File: src/rtl/lab4_stream_pkg.sv
// ============================================================================
// Module   : lab4_stream_pkg
// Purpose  : Shared constants, state encoding and header layout for the
//            LAB4 event streamer. Optional macro: LAB4_STREAM_CHECKSUM_EN.
// Revision : 1.0  initial release
// ============================================================================
`default_nettype none

package lab4_stream_pkg;

    localparam logic [7:0]  C_SYNC_DEFAULT = 8'hA5;
    localparam logic [31:0] C_DEADBEEF     = 32'hDEADBEEF;
    localparam logic [2:0]  C_LEN_WORD     = 3'd4;
    localparam logic [2:0]  C_LEN_TRL      = 3'd1;

    typedef enum logic [2:0] {
        S_IDLE = 3'd0,
        S_HDR  = 3'd1,
        S_RD   = 3'd2,
        S_XFER = 3'd3,
        S_TRL  = 3'd4,
        S_FIN  = 3'd5
    } state_t;

    // Header is sent MSB byte first: SYNC, event count, buffer<<3, pad.
    function automatic logic [31:0] hdr_word(input logic [7:0] sync,
                                             input logic [7:0] evcnt,
                                             input logic [4:0] buf_adr);
        return {sync, evcnt, buf_adr, 3'b000, 8'h00};
    endfunction

endpackage

`default_nettype wire

File: src/rtl/lab4_stream_serializer.sv
// ============================================================================
// Module   : lab4_stream_serializer
// Purpose  : 32-bit holding register shifted out as 1..4 bytes over a
//            valid/ready port; running XOR when LAB4_STREAM_CHECKSUM_EN.
// Revision : 1.0  initial release
// ============================================================================
`default_nettype none

module lab4_stream_serializer
    import lab4_stream_pkg::*;
(
    input  logic        clk,
    input  logic        rst_n,
    input  logic        i_load,
    input  logic [31:0] i_word,
    input  logic [2:0]  i_len,
`ifdef LAB4_STREAM_CHECKSUM_EN
    input  logic        i_clr,
    output logic [7:0]  o_chk,
`endif
    output logic [7:0]  o_byte,
    output logic        o_valid,
    input  logic        i_ready,
    output logic        o_last
);

    logic [31:0] r_word;
    logic [2:0]  r_cnt;
    logic        w_fire;

    assign o_valid = (r_cnt != 3'd0);
    assign o_byte  = r_word[31:24];
    assign w_fire  = o_valid & i_ready;
    assign o_last  = w_fire & (r_cnt == 3'd1);

    // A load always lands on an empty register or on the final byte's accept.
    always_ff @(posedge clk or negedge rst_n) begin
        if (!rst_n) begin
            r_word <= '0;
            r_cnt  <= '0;
        end else if (i_load) begin
            r_word <= i_word;
            r_cnt  <= i_len;
        end else if (w_fire) begin
            r_word <= {r_word[23:0], 8'h00};
            r_cnt  <= r_cnt - 3'd1;
        end
    end

`ifdef LAB4_STREAM_CHECKSUM_EN
    logic [7:0] r_xor;

    // Includes the byte being accepted this cycle so the trailer can load on it.
    assign o_chk = r_xor ^ (w_fire ? o_byte : 8'h00);

    always_ff @(posedge clk or negedge rst_n) begin
        if (!rst_n) begin
            r_xor <= '0;
        end else if (i_clr) begin
            r_xor <= '0;
        end else if (w_fire) begin
            r_xor <= r_xor ^ o_byte;
        end
    end
`endif

endmodule

`default_nettype wire

File: src/rtl/lab4_event_streamer.sv
// ============================================================================
// Module   : lab4_event_streamer
// Purpose  : Reads one event from l4_ram over WISHBONE and streams it as
//            header + data bytes (+ checksum if LAB4_STREAM_CHECKSUM_EN).
// Revision : 1.0  initial release
// ============================================================================
`default_nettype none

module lab4_event_streamer
    import lab4_stream_pkg::*;
#(
    parameter int         NWORDS   = 16384,
    parameter int         ADR_W    = 19,
    parameter int         BASE_ADR = 0,
    parameter logic [7:0] SYNC     = C_SYNC_DEFAULT
) (
    input  logic             clk_i,
    input  logic             rst_n_i,
    input  logic             start_i,
    input  logic [4:0]       buffer_i,
    output logic             wbm_cyc_o,
    output logic             wbm_stb_o,
    output logic             wbm_we_o,
    output logic [ADR_W-1:0] wbm_adr_o,
    output logic [3:0]       wbm_sel_o,
    input  logic [31:0]      wbm_dat_i,
    input  logic             wbm_ack_i,
    input  logic             wbm_err_i,
    input  logic             wbm_rty_i,
    output logic [7:0]       td_o,
    output logic             td_valid_o,
    input  logic             td_ready_i,
    output logic             busy_o,
    output logic             done_o,
    output logic [7:0]       drop_cnt_o
);

    localparam int               K_W    = $clog2(NWORDS) + 1;
    localparam logic [ADR_W-1:0] C_BASE = ADR_W'(BASE_ADR);
    localparam logic [K_W-1:0]   C_KEND = K_W'(NWORDS - 1);

    state_t         r_state, w_state_nxt;
    logic [K_W-1:0] r_k;
    logic [7:0]     r_evcnt;
    logic [7:0]     r_drop;
    logic           r_rty_hold;
    logic           w_stb;
    logic           w_load;
    logic [31:0]    w_ld_word;
    logic [2:0]     w_ld_len;
    logic           w_last;
    logic           w_k_end;
    logic           w_accept;

    assign w_k_end    = (r_k == C_KEND);
    assign w_accept   = (r_state == S_IDLE) & start_i;
    assign wbm_stb_o  = w_stb;
    assign wbm_we_o   = 1'b0;
    assign wbm_sel_o  = wbm_cyc_o ? 4'hF : 4'h0;
    assign wbm_adr_o  = wbm_cyc_o ? (C_BASE + ADR_W'({r_k, 2'b00})) : '0;
    assign drop_cnt_o = r_drop;

`ifdef LAB4_STREAM_CHECKSUM_EN
    logic       r_err;
    logic [7:0] w_chk;

    always_ff @(posedge clk_i or negedge rst_n_i) begin
        if (!rst_n_i) begin
            r_err <= 1'b0;
        end else if (w_accept) begin
            r_err <= 1'b0;
        end else if (w_stb & wbm_err_i & ~wbm_ack_i) begin
            r_err <= 1'b1;
        end
    end
`endif

    lab4_stream_serializer u_ser (
        .clk     (clk_i),
        .rst_n   (rst_n_i),
        .i_load  (w_load),
        .i_word  (w_ld_word),
        .i_len   (w_ld_len),
`ifdef LAB4_STREAM_CHECKSUM_EN
        .i_clr   (w_accept),
        .o_chk   (w_chk),
`endif
        .o_byte  (td_o),
        .o_valid (td_valid_o),
        .i_ready (td_ready_i),
        .o_last  (w_last)
    );

    always_ff @(posedge clk_i or negedge rst_n_i) begin
        if (!rst_n_i) begin
            r_state <= S_IDLE;
        end else begin
            r_state <= w_state_nxt;
        end
    end

    always_comb begin
        w_state_nxt = r_state;
        w_load      = 1'b0;
        w_ld_word   = '0;
        w_ld_len    = C_LEN_WORD;
        wbm_cyc_o   = 1'b0;
        w_stb       = 1'b0;
        busy_o      = 1'b0;
        done_o      = 1'b0;
        case (r_state)
            S_IDLE: begin
                if (start_i) begin
                    w_load      = 1'b1;
                    w_ld_word   = hdr_word(SYNC, r_evcnt, buffer_i);
                    w_state_nxt = S_HDR;
                end
            end
            S_HDR: begin
                busy_o = 1'b1;
                if (w_last) w_state_nxt = S_RD;
            end
            S_RD: begin
                busy_o    = 1'b1;
                wbm_cyc_o = 1'b1;
                w_stb     = ~r_rty_hold;
                // ack wins over err; rty only matters when neither is present
                if (w_stb & (wbm_ack_i | wbm_err_i)) begin
                    w_load      = 1'b1;
                    w_ld_word   = wbm_ack_i ? wbm_dat_i : C_DEADBEEF;
                    w_state_nxt = S_XFER;
                end
            end
            S_XFER: begin
                busy_o = 1'b1;
                if (w_last) begin
                    if (w_k_end) begin
`ifdef LAB4_STREAM_CHECKSUM_EN
                        w_load      = 1'b1;
                        w_ld_word   = {r_err, w_chk[6:0], 24'h000000};
                        w_ld_len    = C_LEN_TRL;
                        w_state_nxt = S_TRL;
`else
                        w_state_nxt = S_FIN;
`endif
                    end else begin
                        w_state_nxt = S_RD;
                    end
                end
            end
            S_TRL: begin
                busy_o = 1'b1;
                if (w_last) w_state_nxt = S_FIN;
            end
            S_FIN: begin
                done_o      = 1'b1;
                w_state_nxt = S_IDLE;
            end
            default: w_state_nxt = S_IDLE;
        endcase
    end

    always_ff @(posedge clk_i or negedge rst_n_i) begin
        if (!rst_n_i) begin
            r_k        <= '0;
            r_evcnt    <= '0;
            r_drop     <= '0;
            r_rty_hold <= 1'b0;
        end else begin
            if (w_accept) begin
                r_k <= '0;
            end else if ((r_state == S_XFER) & w_last & ~w_k_end) begin
                r_k <= r_k + K_W'(1);
            end
            r_rty_hold <= w_stb & wbm_rty_i & ~wbm_ack_i & ~wbm_err_i;
            if (r_state == S_FIN) begin
                r_evcnt <= r_evcnt + 8'd1;
            end
            if (start_i & (r_state != S_IDLE) & (r_drop != 8'hFF)) begin
                r_drop <= r_drop + 8'd1;
            end
        end
    end

endmodule

`default_nettype wire

File: config.mk
export PLATFORM = sky130hd
export DESIGN_NAME = lab4_event_streamer
export DESIGN_NICKNAME = d
export VERILOG_FILES = /design/src/rtl/lab4_stream_pkg.sv /design/src/rtl/lab4_stream_serializer.sv /design/src/rtl/lab4_event_streamer.sv
export SDC_FILE = /design/constraint.sdc
export NUM_CORES = 1
export LEC_CHECK = 0
export CORE_MARGIN = 2
export CORE_UTILIZATION = 25
export DETAILED_ROUTE_END_ITERATION = 8
export PLACE_DENSITY_LB_ADDON = 0.12
export SYNTH_ARGS = -nofsm -noshare
export SYNTH_HDL_FRONTEND = slang
export SYNTH_SLANG_ARGS = --single-unit
File: constraint.sdc
create_clock -name clk_i -period 2.6 [get_ports clk_i]
set_clock_uncertainty 0.2 [all_clocks]
set_input_delay 0.39 -clock clk_i [delete_from_list [all_inputs] [get_ports clk_i]]
set_output_delay 0.39 -clock clk_i [all_outputs]
set_load 0.1 [all_outputs]
==> flow_summary.yaml, run 1 <==
placed_design:
  io_buffers: 83
  dpl_cell_area_um2: 5120
  finalWeightedCongestion: 0.784
  dp_cells: 659
  dp_slack_ps: 218
  dpl.hpwl_um: 8400
clock_tree:
  h-tree-depth: 3
  root_buffer: "clkbuf_16"
  cts_buffers: 9
  cts_setup_buffers: 0
  cts.sinks: 70
  cts_tree: "built"
  clk_path_buf_depth: 2
  insertion_delay_ps: 330
  path_clk_slew_ps: 50
logic_synthesis:
  synth_area_um2: 3900
  synth.top_cell.area_share_pct: 44.9
  synth_area_leader_cell: "dfrtp_1"
  ys_seq_area_share_pct: 44.9
  ys_types: 62
  yosysWarningCount: 0
  synth-edff-count: 0
  synthArstFlopShare_pct: 100
  synth.area.top_cells: "dfrtp_1 (45%), mux2i_1 (5.1%), o21ai_0 (4.6%)"
  yosys_most_used_dff: "dfrtp_1"
  synth_cells: 403
  syn_avg_cell_area_um2: 9.68
  synth_seq_cells: 70
power_and_ir_drop:
  ir_drop_mv: 0.660
  comb_power_share_pct: 50.1
  p_clk_share_pct: 20.1
  p_switching_mw: 2.66
  p_leak_nw: 2.34
  pwr-share-seq_pct: 29.8
  p_per_area_nw_per_um2: 1040
  intPower_mw: 2.95
  power_mw: 5.61
  swShare_pct: 47.5
timing:
  max_slew_margin_pct: 54.4
  fmax_ghz: 0.424
  drv_slew: 0
  worstMarginPinSlew_ps: 678
  period_minus_slack_ps: 2360
  fin_crit_sh_pct: 90.7
  hold_slack_ps: 277
  finalHoldViolations: 0
  tns_ps: 0
  grt_setup_unrepaired: "false"
  worst_slack_ps: 241
  setup_viol: 0
detailed_routing:
  dr_total_vias: 3304
  routedWlPerCell_um: 17.0
  vias_per_cell: 4.89
  ant_nets: 0
  finalWirelength_um: 11500
  drc_errors: 0
  drtIter0Drc: 188
  detail_route.first_pass.iterations: 4
floorplanning:
  die_w_um: 129
  start_util_pct: 25.7
  top_level_ports: 89
  core_area_um2: 15200
  rows: 45
  chipHeight_um: 129
  die_area_um2: 16600
grt:
  grt_pass1_vias: 3361
  grt_overflow: 0
  grt_max_degree: 35
  grt_pass1_wl_um: 18200
  grt_usage_pct: 14.4
  antenna_found_initial: 0
layout:
  antenna_cells: 0
  syn2layout_area_growth_pct: 38.2
  nets: 533
  postLayoutCoreUtil_pct: 35.5
  fill_cells: 1544
  drive_gt1_share_pct: 18.9
  final_cell_count_no_fill: 676
  layout_commonest_cell: "dfrtp_1"
  multiInputGateArea_um2: 1870
  design_area_um2: 5400
  regArea_um2: 1750
  final_cell_mix: "dfrtp_1 (70), clkdlybuf4s50_1 (42), o21ai_0 (36), buf_4 (36), nand2_1 (27)"
critical_path:
  worstPathMaxFanout: 7
  worst_path_max_delay_cell: "or3b_1"
  cp.arrival_ps: 1770
  path_cells: "or3b_1, buf_4, nor2_1, buf_12"
  cp_data_required_time_ps: 2010
  critPathMaxStageDelay_ps: 420
  critPathKind: "register to output pin"
  cp-end-kind: "output pin"
  start_kind: "register"
flow_run:
  max_cap_viol_count: 0
hold_path:
  hold_path_class: "register to register"
status:
  status: "finished clean"
## state kept, by name (all words and copies together) (netlist names)
register / cells
u_ser.r_cnt: 3
u_ser.r_word: 32
r_state: 3
r_k: 15
drop_cnt_o: 8
r_evcnt: 8
r_rty_hold: 1
## cell usage after synthesis, types with 8 or more instances
library cell / n
a21oi_1: 11
and3_1: 19
buf_2: 9
buf_4: 20
clkbuf_1: 9
dfrtp_1: 70
inv_1: 18
mux2i_1: 20
nand2_1: 27
nand3_1: 14
nor2_1: 14
nor3_1: 12
o211ai_1: 11
o21ai_0: 36
o31ai_1: 13
xnor2_1: 8
xor2_1: 8
## timing repair
action                                  CTS  global route
hold endpoints to repair                 20             0
endpoints found under the setup margin    0             0
resized for setup                         0             0
hold buffers                              1             0
## final cells by class
cell class / count / share of cell area, %
Tap cell: 188 / 4.36
Clock buffer: 12 / 4.57
Multi-Input combinational cell: 279 / 34.6
Sequential cell: 70 / 32.5
Timing Repair Buffer: 105 / 22.4
Inverter: 18 / 1.25
Clock inverter: 4 / 0.417
## cells by family after synthesis
| kind of cell | synth area share (%) |
|---|---|
| and+or+nand+nor | 18.9 |
| AOI/OAI and AO/OA | 17.2 |
| DFF | 44.9 |
| buffers and inverters | 8.01 |
| muxes | 5.42 |
| xor gates and xnor gates | 3.59 |
| adders and majority gates | 1.92 |
| other | 0.0961 |
## final timing paths
path                           startpoint  cells past startpoint  slack [ps]          endpoint
max reg2reg                u_ser.r_cnt[0]                      7         330            r_k[6]
max in group asynchronous         rst_n_i                      3        1110  u_ser.r_word[25]
max                            r_state[0]                      4         240     wbm_adr_o[10]
min reg2reg                    r_evcnt[7]                      1         280        r_evcnt[7]
min in group asynchronous         rst_n_i                      2         380           r_k[14]
min                            r_evcnt[7]                      1         280        r_evcnt[7]
## worst max-delay path: cells and delay by family (launching register included)
kind                   cells  cell delay (ps)
AND/OR/NAND/NOR            2              650
buffers and inverters      2              410
flip-flops                 1              360
## per-layer routing
layer	vias up	track usage, %	part of all wire [%]
met2	68	21.4	45
met3	17	3.08	3.5
met5	-	0	0
met1	1603	20.4	49
met4	0	5.75	2.2
li1	1616	-	-
## power groups by stage
stage	Sequential (mW)	Combinational, mW	Clock (mW)
after floorplan	1.95	1.83	0
after global placement	1.69	2.82	0
after detailed placement	1.69	2.83	0
after CTS	1.68	2.84	1.16
after global routing	1.72	3.00	1.22
final	1.67	2.81	1.13
Note: power is estimated with default switching activity, not from simulation.
==> run 2: changes to the inputs <==
--- a/config.mk
+++ b/config.mk
@@ -5,9 +5,11 @@
 export SDC_FILE = /design/constraint.sdc
 export NUM_CORES = 1
 export LEC_CHECK = 0
+export ABC_AREA = 1
 export CORE_MARGIN = 2
 export CORE_UTILIZATION = 25
 export DETAILED_ROUTE_END_ITERATION = 8
+export GPL_ROUTABILITY_DRIVEN = 0
 export PLACE_DENSITY_LB_ADDON = 0.12
 export SYNTH_ARGS = -nofsm -noshare
 export SYNTH_HDL_FRONTEND = slang
==> run 2 against run 1 <==
Clock power is 28% higher. Count of clock-buffer cells in the layout fell by 3. Critical path depth rose by 1. Critical path type unchanged.
==> flow_summary.yaml, run 2 <==
detailed_routing:
  detail_route.first_pass.iterations: 4
  drtIter0Drc: 197
  ant_nets: 0
  dr_total_vias: 3720
  routedWlPerCell_um: 13.7
  vias_per_cell: 4.42
  drc_errors: 0
  finalWirelength_um: 11500
placed_design:
  dpl.hpwl_um: 8320
  dp_slack_ps: 332
  dp_cells: 825
  dpl_cell_area_um2: 5240
  io_buffers: 83
power_and_ir_drop:
  ir_drop_mv: 0.463
  power_mw: 6.29
  p_leak_nw: 2.63
  p_per_area_nw_per_um2: 1120
layout:
  antenna_cells: 0
  design_area_um2: 5610
  regMostFlops: "u_ser.r_word"
  drive_gt1_share_pct: 14.4
  top_regs: "u_ser.r_word: 32 flops, r_k: 15 flops"
  final_cell_mix: "nand2_1 (167), dfrtp_1 (70), nand3_1 (56)"
  syn2layout_area_growth_pct: 38.0
  largest_reg_flops: 32
  fill_cells: 1667
  nets: 671
  final_cell_count_no_fill: 842
  layout_commonest_cell: "nand2_1"
logic_synthesis:
  synth-edff-count: 0
  ys_types: 31
  synthArstFlopShare_pct: 100
  yosys_most_used_dff: "dfrtp_1"
  synth_most_common_cell: "nand2_1"
  synth_seq_cells: 70
  syn_avg_cell_area_um2: 7.45
  synth_area_um2: 4060
  synth.top_cell.area_share_pct: 43.1
  synth_cells: 545
  ys_top_cells_by_count: "nand2_1 (167), dfrtp_1 (70), nand3_1 (56), inv_1 (46), nor2_1 (43)"
  ys_seq_area_share_pct: 43.1
  synth.area.top_cells: "dfrtp_1 (43%), nand2_1 (15%), nand3_1 (6.9%)"
  yosysWarningCount: 0
  synth_area_leader_cell: "dfrtp_1"
grt:
  antenna_found_initial: 0
  grt_overflow: 0
  grt_max_degree: 71
  grt_pass1_vias: 3689
  grt_pass1_wl_um: 19200
  grt_usage_pct: 13.9
timing:
  setup_viol: 0
  drv_slew: 0
  finalHoldViolations: 0
  fin_crit_sh_pct: 93.6
  worstMarginPinSlew_ps: 507
  max_slew_margin_pct: 66.1
  grt_setup_unrepaired: "false"
  worst_slack_ps: 166
  fmax_ghz: 0.411
  period_minus_slack_ps: 2430
  hold_slack_ps: 280
floorplanning:
  chipHeight_um: 131
  start_util_pct: 25.6
  core_area_um2: 15900
  top_level_ports: 89
  rows: 46
  die_w_um: 131
  die_area_um2: 17300
clock_tree:
  cts.sinks: 70
  cts_setup_buffers: 0
  path_clk_slew_ps: 60
  h-tree-depth: 3
  clk_path_buf_depth: 2
  cts_tree: "built"
  cts_buffers: 9
  insertion_delay_ps: 340
  root_buffer: "clkbuf_16"
critical_path:
  cp_data_required_time_ps: 2010
  cp.arrival_ps: 1840
  cp_top_family: "simple AND/OR/NAND/NOR gates"
  critPathBufInv: 2
  critPathMaxStageDelay_ps: 440
  path_cells: "nor2_2, nand2_4, buf_4, nor2_1, buf_12"
  start_kind: "register"
  cp-end-kind: "output pin"
  critPathKind: "register to output pin"
  worst_path_max_delay_cell: "dfrtp_1"
  worstPathMaxFanout: 11
status:
  status: "finished clean"
hold_path:
  hold_path_class: "register to register"
flow_run:
  max_cap_viol_count: 0
==> run 2: worst paths after layout <==
path	startpoint	end	cells after the start	slack, ps
worst max-delay path	r_state[0]	wbm_adr_o[14]	5	170
worst min-delay path	u_ser.r_word[17]	u_ser.r_word[17]	2	280
worst max register to register	r_k[0]	r_k[0]	9	350
worst min register to register	u_ser.r_word[17]	u_ser.r_word[17]	2	280
max in group asynchronous	rst_n_i	u_ser.r_word[0]	3	1470
min in group asynchronous	rst_n_i	drop_cnt_o[7]	3	410
==> run 2: area by class of cell <==
| type | instances | area (um2) | area share [%] |
|---|---|---|---|
| clock buffer | 9 | 225 | 4.02 |
| clock inverter | 7 | 121 | 2.17 |
| inverter | 52 | 195 | 3.48 |
| multi-input combinational | 391 | 1900 | 33.8 |
| sequential | 70 | 1750 | 31.2 |
| tap | 216 | 270 | 4.82 |
| timing repair buffer | 97 | 1150 | 20.4 |
==> run 2: stage by stage <==
| stage | TNS, ps | util (%) |
|---|---|---|
| after global routing | 0 | 35.3 |
| after detailed placement | 0 | 33.0 |
| after global placement | 0 | 33.0 |
| final | 0 | 35.3 |
| after floorplan | -3330 | - |
| after CTS | 0 | 35.2 |
==> run 2: power breakdown <==
part           switching [mW]  leakage (nW)  internal [mW]
combinational            2.28          1.53          0.926
sequential              0.224         0.924           1.41
clock                   0.509         0.170          0.942
==> run 2: worst register-to-register path: stages (launching register included) <==
cell and delay, ps:
dfrtp_1 470, ha_1 270, nand3_1 130, inv_1 130
nand2_1 140, clkinv_1 90, nand2_1 60, nand2_1 340
nand2_1 150, o21ai_0 190
==> run 2: per-layer routing <==
metal / up-vias / GRT usage (%) / wire [um]
met5: - / 0 / 0
met4: 0 / 4.83 / 153
met3: 12 / 3.24 / 495
met2: 82 / 22.6 / 5560
met1: 1741 / 18.1 / 5330
li1: 1885 / - / -
==> run 2: cell families (layout without fill, tap and decap cells) <==
logic type      Yosys count  in the layout  share of synthesized area (%)
simple gates            302            302                           32.9
other cells               1              5                         0.0923
xor+xnor                 15             15                           3.23
buf+inv                  88            165                           10.8
flops                    70             70                           43.1
compound gates           63             63                           8.04
fa+ha+maj                 6              6                           1.85
==> run 2: repair_timing <==
item / CTS / global route
setup endpoints to repair: 0 / 11
hold buffers: 1 / 0
endpoints found under the hold margin: 70 / 0
gates resized for setup: 0 / 2
